===== config.mk =====
export PLATFORM = sky130hd
export DESIGN_NAME = txid_return_unit
export DESIGN_NICKNAME = d
export VERILOG_FILES = /design/src/rtl/txid_return_unit.sv
export SDC_FILE = /design/constraint.sdc
export NUM_CORES = 1
export LEC_CHECK = 0
export CAP_MARGIN = 10
export CORE_UTILIZATION = 42
export CTS_BUF_LIST = sky130_fd_sc_hd__clkbuf_2
export DETAILED_ROUTE_END_ITERATION = 10
export HOLD_SLACK_MARGIN = 0.15
export PLACE_DENSITY_LB_ADDON = 0.25
export SYNTH_ARGS = -nofsm -noshare
export SYNTH_HDL_FRONTEND = slang
export SYNTH_SLANG_ARGS = --single-unit

===== constraint.sdc =====
create_clock -name clk_i -period 6.2 [get_ports clk_i]
set_clock_uncertainty 0.1 [all_clocks]
set_input_delay 0.93 -clock clk_i [delete_from_list [all_inputs] [get_ports clk_i]]
set_output_delay 0.93 -clock clk_i [all_outputs]
set_load 0.005 [all_outputs]

===== src/rtl/txid_return_unit.sv =====
// txid_return_unit: return side of the transaction-ID pool.
// Tracks IDs popped from the free-list FIFO, collects out-of-order
// completions against them, and pushes completed IDs back into the free
// list. Also reports outstanding IDs, the in-flight count and a sticky
// protocol-error flag.

// Per-ID lifecycle: free -> outstanding -> pending (completed) -> free.
module txid_slot (
    input  logic clk_i,
    input  logic rst_ni,
    input  logic flush_i,
    input  logic alloc_i,   // ID handed out this cycle (already validated)
    input  logic done_i,    // last beat for this ID while outstanding
    input  logic ret_i,     // push of this ID accepted by the free list
    output logic out_o,
    output logic pend_o
);
    // alloc/done and done/ret can never target the same ID in one cycle:
    // alloc needs the slot idle, done needs it outstanding, ret needs it pending.
    always_ff @(posedge clk_i or negedge rst_ni) begin
        if (!rst_ni) begin
            out_o  <= 1'b0;
            pend_o <= 1'b0;
        end else if (flush_i) begin
            out_o  <= 1'b0;
            pend_o <= 1'b0;
        end else begin
            if (alloc_i)     out_o <= 1'b1;
            else if (done_i) out_o <= 1'b0;
            if (done_i)      pend_o <= 1'b1;
            else if (ret_i)  pend_o <= 1'b0;
        end
    end
endmodule

module txid_return_unit #(
    parameter int NUM_IDS   = 8,
    parameter int ID_WIDTH  = $clog2(NUM_IDS),
    parameter int CNT_WIDTH = $clog2(NUM_IDS + 1)
) (
    input  logic                 clk_i,
    input  logic                 rst_ni,
    input  logic                 flush_i,
    input  logic                 alloc_valid_i,
    input  logic [ID_WIDTH-1:0]  alloc_id_i,
    input  logic                 rsp_valid_i,
    input  logic [ID_WIDTH-1:0]  rsp_id_i,
    input  logic                 rsp_last_i,
    output logic                 ret_valid_o,
    output logic [ID_WIDTH-1:0]  ret_id_o,
    input  logic                 ret_full_i,
    output logic [NUM_IDS-1:0]   outstanding_o,
    output logic [CNT_WIDTH-1:0] inflight_cnt_o,
    output logic                 idle_o,
    output logic                 err_o
);
    logic [NUM_IDS-1:0]   outstanding_q;
    logic [NUM_IDS-1:0]   pending_q;
    logic [CNT_WIDTH-1:0] cnt_q;
    logic                 err_q;
    logic                 hold_vld_q;
    logic [ID_WIDTH-1:0]  hold_id_q;

    logic                alloc_in_rng, rsp_in_rng;
    logic                alloc_ok, alloc_err;
    logic                rsp_hit, rsp_err, rsp_done;
    logic                low_vld;
    logic [ID_WIDTH-1:0] low_id;
    logic                ret_acc;

    // Out-of-range IDs (non power-of-two pools) are treated as protocol errors.
    assign alloc_in_rng = 32'(alloc_id_i) < NUM_IDS;
    assign rsp_in_rng   = 32'(rsp_id_i) < NUM_IDS;

    // Judged on pre-update state: an alloc colliding with a same-cycle
    // completion finds the ID still outstanding and is flagged.
    assign alloc_ok  = alloc_valid_i && alloc_in_rng &&
                       !outstanding_q[alloc_id_i] && !pending_q[alloc_id_i];
    assign alloc_err = alloc_valid_i && !alloc_ok;

    assign rsp_hit  = rsp_valid_i && rsp_in_rng && outstanding_q[rsp_id_i];
    assign rsp_err  = rsp_valid_i && !rsp_hit;
    assign rsp_done = rsp_hit && rsp_last_i;

    // Lowest-index pending ID, scanned high to low so the last hit wins.
    always_comb begin
        low_vld = 1'b0;
        low_id  = '0;
        for (int i = NUM_IDS - 1; i >= 0; i--) begin
            if (pending_q[i]) begin
                low_vld = 1'b1;
                low_id  = ID_WIDTH'(i);
            end
        end
    end

    // While stalled the registered pick wins, so the push data stays stable.
    assign ret_valid_o = low_vld && !flush_i;
    assign ret_id_o    = hold_vld_q ? hold_id_q : low_id;
    assign ret_acc     = ret_valid_o && !ret_full_i;

    genvar g;
    generate
        for (g = 0; g < NUM_IDS; g++) begin : g_slot
            txid_slot u_slot (
                .clk_i   (clk_i),
                .rst_ni  (rst_ni),
                .flush_i (flush_i),
                .alloc_i (alloc_ok && (alloc_id_i == ID_WIDTH'(g))),
                .done_i  (rsp_done && (rsp_id_i == ID_WIDTH'(g))),
                .ret_i   (ret_acc && (ret_id_o == ID_WIDTH'(g))),
                .out_o   (outstanding_q[g]),
                .pend_o  (pending_q[g])
            );
        end
    endgenerate

    // In-flight count, sticky error and the stalled-return selection.
    always_ff @(posedge clk_i or negedge rst_ni) begin
        if (!rst_ni) begin
            cnt_q      <= '0;
            err_q      <= 1'b0;
            hold_vld_q <= 1'b0;
            hold_id_q  <= '0;
        end else if (flush_i) begin
            cnt_q      <= '0;
            err_q      <= 1'b0;
            hold_vld_q <= 1'b0;
            hold_id_q  <= '0;
        end else begin
            cnt_q <= cnt_q + CNT_WIDTH'(alloc_ok) - CNT_WIDTH'(ret_acc);
            err_q <= err_q | alloc_err | rsp_err;
            if (ret_valid_o && ret_full_i) begin
                hold_vld_q <= 1'b1;
                hold_id_q  <= ret_id_o;
            end else if (ret_acc) begin
                hold_vld_q <= 1'b0;
            end
        end
    end

    assign outstanding_o  = outstanding_q;
    assign inflight_cnt_o = cnt_q;
    assign idle_o         = (cnt_q == '0);
    assign err_o          = err_q;
endmodule

==> summary.json, run 1 <==
{
  "grt_pass1_wl_mm": 6.92,
  "holdCritPathClass": "register to register",
  "clock_latency_ns": 0.38,
  "max-cap-violations": 0,
  "setup_viol_count_final": 0,
  "vias_per_cell": 6.02,
  "power_leakage_nw": 0.820,
  "power.share.sequential_pct": 52.3,
  "global_route_usage_sum_pct": 20.9,
  "path_cells": "clkdlybuf4s50_1 -> a21oi_1 -> clkdlybuf4s50_1",
  "final_area_sq_um": 2050,
  "core.rowCount": 23,
  "die_width_um": 66.4,
  "netlist-cell-type-count": 49,
  "ant_nets": 0,
  "yosys_warnings": 0,
  "power.share.clock_pct": 20.9,
  "grt_pass1_vias": 1497,
  "core_sq_um": 4000,
  "tritoncts_num_sinks": 25,
  "finalHoldWorstSlack_ns": 0.473,
  "grt-ovfl-total": 0,
  "crit_path_end_kind": "output port",
  "final-max-slew-violation-count": 0,
  "cp_data_arrival_time_ns": 2.98,
  "path_class": "input port to output port",
  "cts_setup_buffers": 0,
  "status": "finished, final reports clean",
  "drtIter0Drc": 94,
  "layout.filler_cells": 383,
  "power.density_cell_area_nw_per_um2": 166,
  "tritoncts": "done",
  "totalPowerFinal_mw": 0.341,
  "cts.hold.buffers_added": 0,
  "post_drt_wl_per_cell_um": 16.7,
  "final.min_clock_period_ns": 4.01,
  "net-switching-power_mw": 0.103,
  "setup_tns_ns": 0,
  "vias": 1536,
  "dr.pass1.iters": 4,
  "m1WireLength_mm": 1.93,
  "switching_share_pct": 30.2,
  "critical_path_required_ns": 5.17,
  "num_io_pins": 31,
  "nets": 225,
  "most-common-layout-cells": "sky130_fd_sc_hd__clkdlybuf4s50_1 (30), sky130_fd_sc_hd__dfrtp_1 (25), sky130_fd_sc_hd__nor2_1 (21)",
  "dieHeight_um": 66.4,
  "max-clock-path-buffers": 2,
  "critPathMaxStageDelay_ns": 0.96,
  "sequential_cell_area_fraction_in_the_yosys_report_pct": 36.0,
  "met2WireLength_mm": 2.03,
  "vdd_ir_drop_max_mv": 0.0824,
  "worst_rel_slew_slack_pct": 28.6,
  "number_of_antenna_violations_at_the_first_check_in_global_routing": 0,
  "path_clk_slew_ns": 0.26,
  "yosys_register_bits": 25,
  "met3_length_um": 207,
  "rsz_0062_raised_after_global_routing": "false",
  "critical_path.max_fanout": 29,
  "detailed_place_hpwl_mm": 3.16,
  "post_route_cells_drive_above_1_share_pct": 9.76,
  "dpl_cell_area_sq_um": 2020,
  "final-hold-violation-count": 0,
  "numPortBuffers": 30,
  "area_delta_synth_final_pct": 17.7,
  "p_comb_share_pct": 26.8,
  "cp-start-kind": "input port",
  "internal_power_mw": 0.238,
  "grt_max_degree": 30,
  "dieArea_sq_um": 4400,
  "detail_route.wirelength_mm": 4.25,
  "timing.final.crit_share_pct": 64.7,
  "layout.cells.most_common": "sky130_fd_sc_hd__clkdlybuf4s50_1",
  "highest_clock_rate_ghz": 0.249,
  "cp_slowest_cell": "sky130_fd_sc_hd__clkdlybuf4s50_1",
  "maximum_level_of_the_cts_h_tree": 1,
  "initial_cell_density_of_the_core_pct": 43.5,
  "clock-root-buffer": "sky130_fd_sc_hd__clkbuf_2",
  "cts_buffers": 3,
  "detail_route.drc_violations": 0,
  "cts.repair.resized": 0,
  "critPathMostFrequentCell": "sky130_fd_sc_hd__clkdlybuf4s50_1",
  "worst_pin_slew_ns": 1.07,
  "r2r_setup_slack_ns": 3.45,
  "highest_layer": "met4",
  "place_congestion": 0.902,
  "syn-instance-count": 184,
  "avg_synthesized_cell_area_sq_um": 9.45,
  "synthesis.area_sq_um": 1740,
  "antennaDiodeCount": 0,
  "mapped_nets": 203
}
## metal layers
metal  global-route usage (%)  vias to the layer above
met2                     34.2                       56
met4                     8.24                        0
li1                         -                      709
met5                        0                        -
met3                     3.97                       11
met1                     27.0                      760
## synth_stat cells, drive strengths merged
cell type  instances  area share (%)
o41a               1            0.72
o211a              1            0.58
nand2b             8             2.9
and3               1            0.36
fa                 1             1.2
a31oi              3             1.1
nand2              8             1.7
o31ai              2             1.2
nand3              6             1.7
a32oi              2             1.0
xnor2              2             1.0
nor2b              6             2.2
mux2               1            0.86
nor2              21             4.5
nand4              4             1.4
o221ai             1            0.86
ha                 5             3.6
a41oi              3             1.5
nand3b             2            0.86
buf               10             4.0
mux4               4             5.2
and2               2            0.72
a21oi              8             2.3
o21bai             3             1.3
nor3b              1            0.43
or4b               2             1.6
nor4b              2             1.0
or4                1            0.65
clkbuf             4            0.86
o21ai              3            0.86
a22oi              1            0.43
a221o              1            0.58
o211ai             1            0.43
o311ai             1            0.50
a221oi             1            0.50
a21o               5             2.2
dfrtp             25              36
a211oi             5             2.2
or3                1            0.36
mux2i              5             2.9
a311oi             1            0.86
nor3               4             1.2
inv               13             2.8
nor4               2             1.1
## worst max-delay path, delay by kind of cell
family	cells	cell delay, ns
buffers and inverters	2	1.54
AO/OA/AOI/OAI	1	0.51
## flip-flops by register name, indices dropped and copies added (netlist names)
| name | count |
|---|---|
| hold_vld_q | 1 |
| inflight_cnt_o | 4 |
| g_slot.u_slot.out_o | 8 |
| hold_id_q | 3 |
| g_slot.u_slot.pend_o | 8 |
| err_o | 1 |
## power by group through the flow
stage	clock network, mW	registers [mW]	logic, mW
floorplan	0	0.180	0.0496
global placement	0	0.180	0.0888
detailed placement	0	0.181	0.0920
CTS	0.0725	0.178	0.0922
global route	0.0787	0.179	0.100
finish	0.0711	0.178	0.0912
## cell families (layout without fill, tap and decap cells)
group                      after synthesis  in the layout  share of synthesized area [%]
buffers and inverters                   27             48                           7.70
AOI/OAI and AO/OA                       43             43                           19.0
muxes                                   10             10                           8.92
adders and majority gates                6              6                           4.75
xor gates and xnor gates                 2              2                           1.01
DFF                                     25             25                           36.0
and+or+nand+nor                         71             71                           22.7
## metrics by stage
step	instances	utilization, %	worst slack, ns
after detailed placement	251	50.6	2.21
final	255	51.2	2.19
after floorplan	184	-	3.21
after CTS	255	51.2	2.19
after global routing	255	51.2	2.04
after global placement	251	50.6	2.30
## path summary, 6_finish.rpt
| check | startpoint | to | cells after the start |
|---|---|---|---|
| max | flush_i | ret_valid_o | 3 |
| min | hold_id_q[2] | hold_id_q[2] | 2 |
| max reg2reg | g_slot[3].u_slot.pend_o | inflight_cnt_o[3] | 11 |
| min reg2reg | hold_id_q[2] | hold_id_q[2] | 2 |
| max in group asynchronous | rst_ni | g_slot[2].u_slot.out_o | 2 |
| min in group asynchronous | rst_ni | inflight_cnt_o[0] | 2 |
## area by class of cell
cell class	instances	area, sq um	share of cell area [%]
clock inverter	1	7.51	0.367
inverter	13	48.8	2.38
sequential	25	626	30.6
timing repair buffer	31	308	15.0
tap	50	62.6	3.06
clock buffer	3	15.0	0.733
multi-input combinational	132	980	47.9
Power figures use the tool's default switching activity.
==> run 2: changes to the inputs <==
==> constraint.sdc (replaced) <==
create_clock -name clk_i -period 3.91 [get_ports clk_i]
set_clock_uncertainty 0.1 [all_clocks]
set_input_delay 0.5865 -clock clk_i [delete_from_list [all_inputs] [get_ports clk_i]]
set_output_delay 0.5865 -clock clk_i [all_outputs]
set_load 0.005 [all_outputs]
==> summary.json, run 2 (synthesis gave the netlist of run 1 again) <==
{
  "final-max-slew-violation-count": {"value": 0, "change": "unchanged"},
  "r2r_end": "inflight_cnt_o[2]",
  "die_width": {"value": 66.4, "unit": "um", "change": "unchanged"},
  "antennaDiodeCount": {"value": 0, "change": "unchanged"},
  "cp_data_arrival_time": {"value": 2.32, "unit": "ns", "change": "-0.66 ns"},
  "post_route_cells_drive_above_1_share": {"value": 10.2, "unit": "%", "change": "+0.44 points"},
  "rsz_0062_raised_after_global_routing": "false",
  "power_leakage": {"value": 0.829, "unit": "nW", "change": "+1.0%"},
  "clock_latency": {"value": 0.38, "unit": "ns", "change": "about the same"},
  "tritoncts": "done",
  "num_io_pins": {"value": 31, "change": "unchanged"},
  "critPathMaxStageDelay": {"value": 0.54, "unit": "ns", "change": "-0.42 ns"},
  "layout.cells.most_common": "sky130_fd_sc_hd__clkdlybuf4s50_1",
  "numPortBuffers": {"value": 30, "change": "unchanged"},
  "timing.critical_path.from": "g_slot[6].u_slot.pend_o",
  "post_layout_nonfiller_instances": {"value": 256, "change": "+0.39%"},
  "r2r_cells": {"value": 9, "change": "-2"},
  "cts.repair.resized": {"value": 0, "change": "unchanged"},
  "most-common-layout-cells": "sky130_fd_sc_hd__clkdlybuf4s50_1 (30), sky130_fd_sc_hd__dfrtp_1 (25), sky130_fd_sc_hd__nor2_1 (21)",
  "worst_rel_slew_slack": {"value": 63.0, "unit": "%", "change": "+34 points"},
  "path_delay_family": "buffers and inverters",
  "final-hold-violation-count": {"value": 0, "change": "unchanged"},
  "path_class": "register to output port",
  "cts_buffers": {"value": 3, "change": "unchanged"},
  "status": "finished, final reports clean",
  "holdCritPathClass": "input port to async pin",
  "cp_slowest_cell": "sky130_fd_sc_hd__dfrtp_1",
  "post_drt_wl_per_cell": {"value": 16.6, "unit": "um", "change": "-0.51%"},
  "detail_route.wirelength": {"value": 4.25, "unit": "mm", "change": "-0.12%"},
  "path_clk_slew": {"value": 0.26, "unit": "ns", "change": "about the same"},
  "max-cap-violations": {"value": 0, "change": "unchanged"},
  "cts.hold.buffers_added": {"value": 0, "change": "unchanged"},
  "place_congestion": {"value": 0.924, "change": "+2.5%"},
  "detail_route.drc_violations": {"value": 0, "change": "unchanged"},
  "number_of_antenna_violations_at_the_first_check_in_global_routing": {"value": 0, "change": "unchanged"},
  "core.rowCount": {"value": 23, "change": "unchanged"},
  "critical_path_required": {"value": 3.22, "unit": "ns", "change": "-1.95 ns"},
  "nets": {"value": 226, "change": "+0.44%"},
  "grt_pass1_vias": {"value": 1491, "change": "-0.40%"},
  "r2r_setup_slack": {"value": 1.18, "unit": "ns", "change": "-2.27 ns"},
  "vias": {"value": 1511, "change": "-1.6%"},
  "placed_cells_incl_taps": {"value": 252, "change": "+0.40%"},
  "max-clock-path-buffers": {"value": 2, "change": "unchanged"},
  "setup_viol_count_final": {"value": 0, "change": "unchanged"},
  "dr.pass1.iters": {"value": 4, "change": "unchanged"},
  "finalHoldWorstSlack": {"value": 0.424, "unit": "ns", "change": "-0.0494 ns"},
  "vdd_ir_drop_max": {"value": 0.115, "unit": "mV", "change": "+40%"},
  "highest_clock_rate_ghz": 0.333,
  "setup_tns": {"value": 0, "unit": "ns", "change": "unchanged"},
  "layout.filler_cells": {"value": 391, "change": "+2.1%"},
  "tritoncts_num_sinks": {"value": 25, "change": "unchanged"},
  "finish.utilization": {"value": 51.3, "unit": "%", "change": "+0.13 points"},
  "detailed_place_hpwl": {"value": 3.24, "unit": "mm", "change": "+2.3%"},
  "dieArea": {"value": 4400, "unit": "sq um", "change": "unchanged"},
  "cts_setup_buffers": {"value": 0, "change": "unchanged"},
  "global_route_usage_sum": {"value": 21.6, "unit": "%", "change": "+0.66 points"},
  "grt-ovfl-total": {"value": 0, "change": "unchanged"},
  "area_delta_synth_final_pct": 18.0,
  "cp-start-kind": "register",
  "power.density_cell_area": {"value": 262, "unit": "nW/um^2", "change": "+58%"},
  "worst_pin_slew": {"value": 0.547, "unit": "ns", "change": "-0.521 ns"},
  "final.min_clock_period_ns": 3.00,
  "vias_per_cell": {"value": 5.90, "change": "-2.0%"},
  "initial_cell_density_of_the_core": {"value": 43.5, "unit": "%", "change": "unchanged"},
  "timing.final.crit_share_pct": 76.8,
  "crit_path_end_kind": "output port",
  "maximum_level_of_the_cts_h_tree": {"value": 1, "change": "unchanged"},
  "core": {"value": 4000, "unit": "sq um", "change": "unchanged"},
  "ant_nets": {"value": 0, "change": "unchanged"},
  "totalPowerFinal": {"value": 0.539, "unit": "mW", "change": "+58%"},
  "clock-root-buffer": "sky130_fd_sc_hd__clkbuf_2",
  "critical_path.max_fanout": {"value": 6, "change": "-79%"},
  "critical_path.reg2reg.startpoint": "g_slot[4].u_slot.pend_o",
  "grt_pass1_wl": {"value": 7.09, "unit": "mm", "change": "+2.4%"},
  "grt_max_degree": {"value": 29, "change": "-3.3%"},
  "worst-path-buf-inv": {"value": 2, "change": "unchanged"},
  "dieHeight": {"value": 66.4, "unit": "um", "change": "unchanged"},
  "path_cells": "nor2_1 -> o311ai_1 -> a22oi_1 -> inv_2 -> clkdlybuf4s50_1",
  "drtIter0Drc": {"value": 114, "change": "+21%"}
}
## run 2: changes by cell type in the layout (fill, tap and decap cells not counted)
cell | previous run | this run
sky130_fd_sc_hd__clkinv_2 | 0 | 1
sky130_fd_sc_hd__clkinvlp_4 | 1 | 0
sky130_fd_sc_hd__buf_4 | 1 | 2
## run 2: worst max-delay path by stage
stage / to / slack, ns / depth (start not counted)
final: ret_id_o[1] / 0.91 / 5
after global routing: ret_id_o[1] / 0.80 / 5
after CTS: inflight_cnt_o[3] / 0.92 / 11
after detailed placement: inflight_cnt_o[1] / 0.49 / 9
after global placement: inflight_cnt_o[1] / 0.58 / 9
after floorplan: inflight_cnt_o[1] / 1.27 / 8
## run 2: cell type report
class	count	area (sq um)	share of cell area, %
inverters	13	48.8	2.38
clock inverters	1	5.00	0.244
clock buffers	3	15.0	0.732
repair buffers	32	315	15.4
well taps	50	62.6	3.05
flip-flops and latches	25	626	30.5
multi-input cells	132	980	47.7
## run 2: metrics by stage
step / instance area [sq um] / setup slack [ns]
floorplan: 1740 / 1.27
global placement: 2030 / 0.583
detailed placement: 2030 / 0.495
CTS: 2050 / 0.921
global route: 2050 / 0.805
finish: 2050 / 0.908
## run 2: routing by layer
| layer | vias to the layer above | track usage [%] | part of all wire [%] |
|---|---|---|---|
| li1 | 714 | - | - |
| met2 | 57 | 34.6 | 47 |
| met3 | 7 | 2.07 | 4.7 |
| met5 | - | 0 | 0 |
| met4 | 0 | 7.18 | 1.5 |
| met1 | 733 | 30.3 | 46 |
## run 2: where the power goes
part	total, mW	switching (mW)	internal (mW)
registers	0.283	0.0111	0.272
clock network	0.108	0.0848	0.0232
logic	0.148	0.0652	0.0826
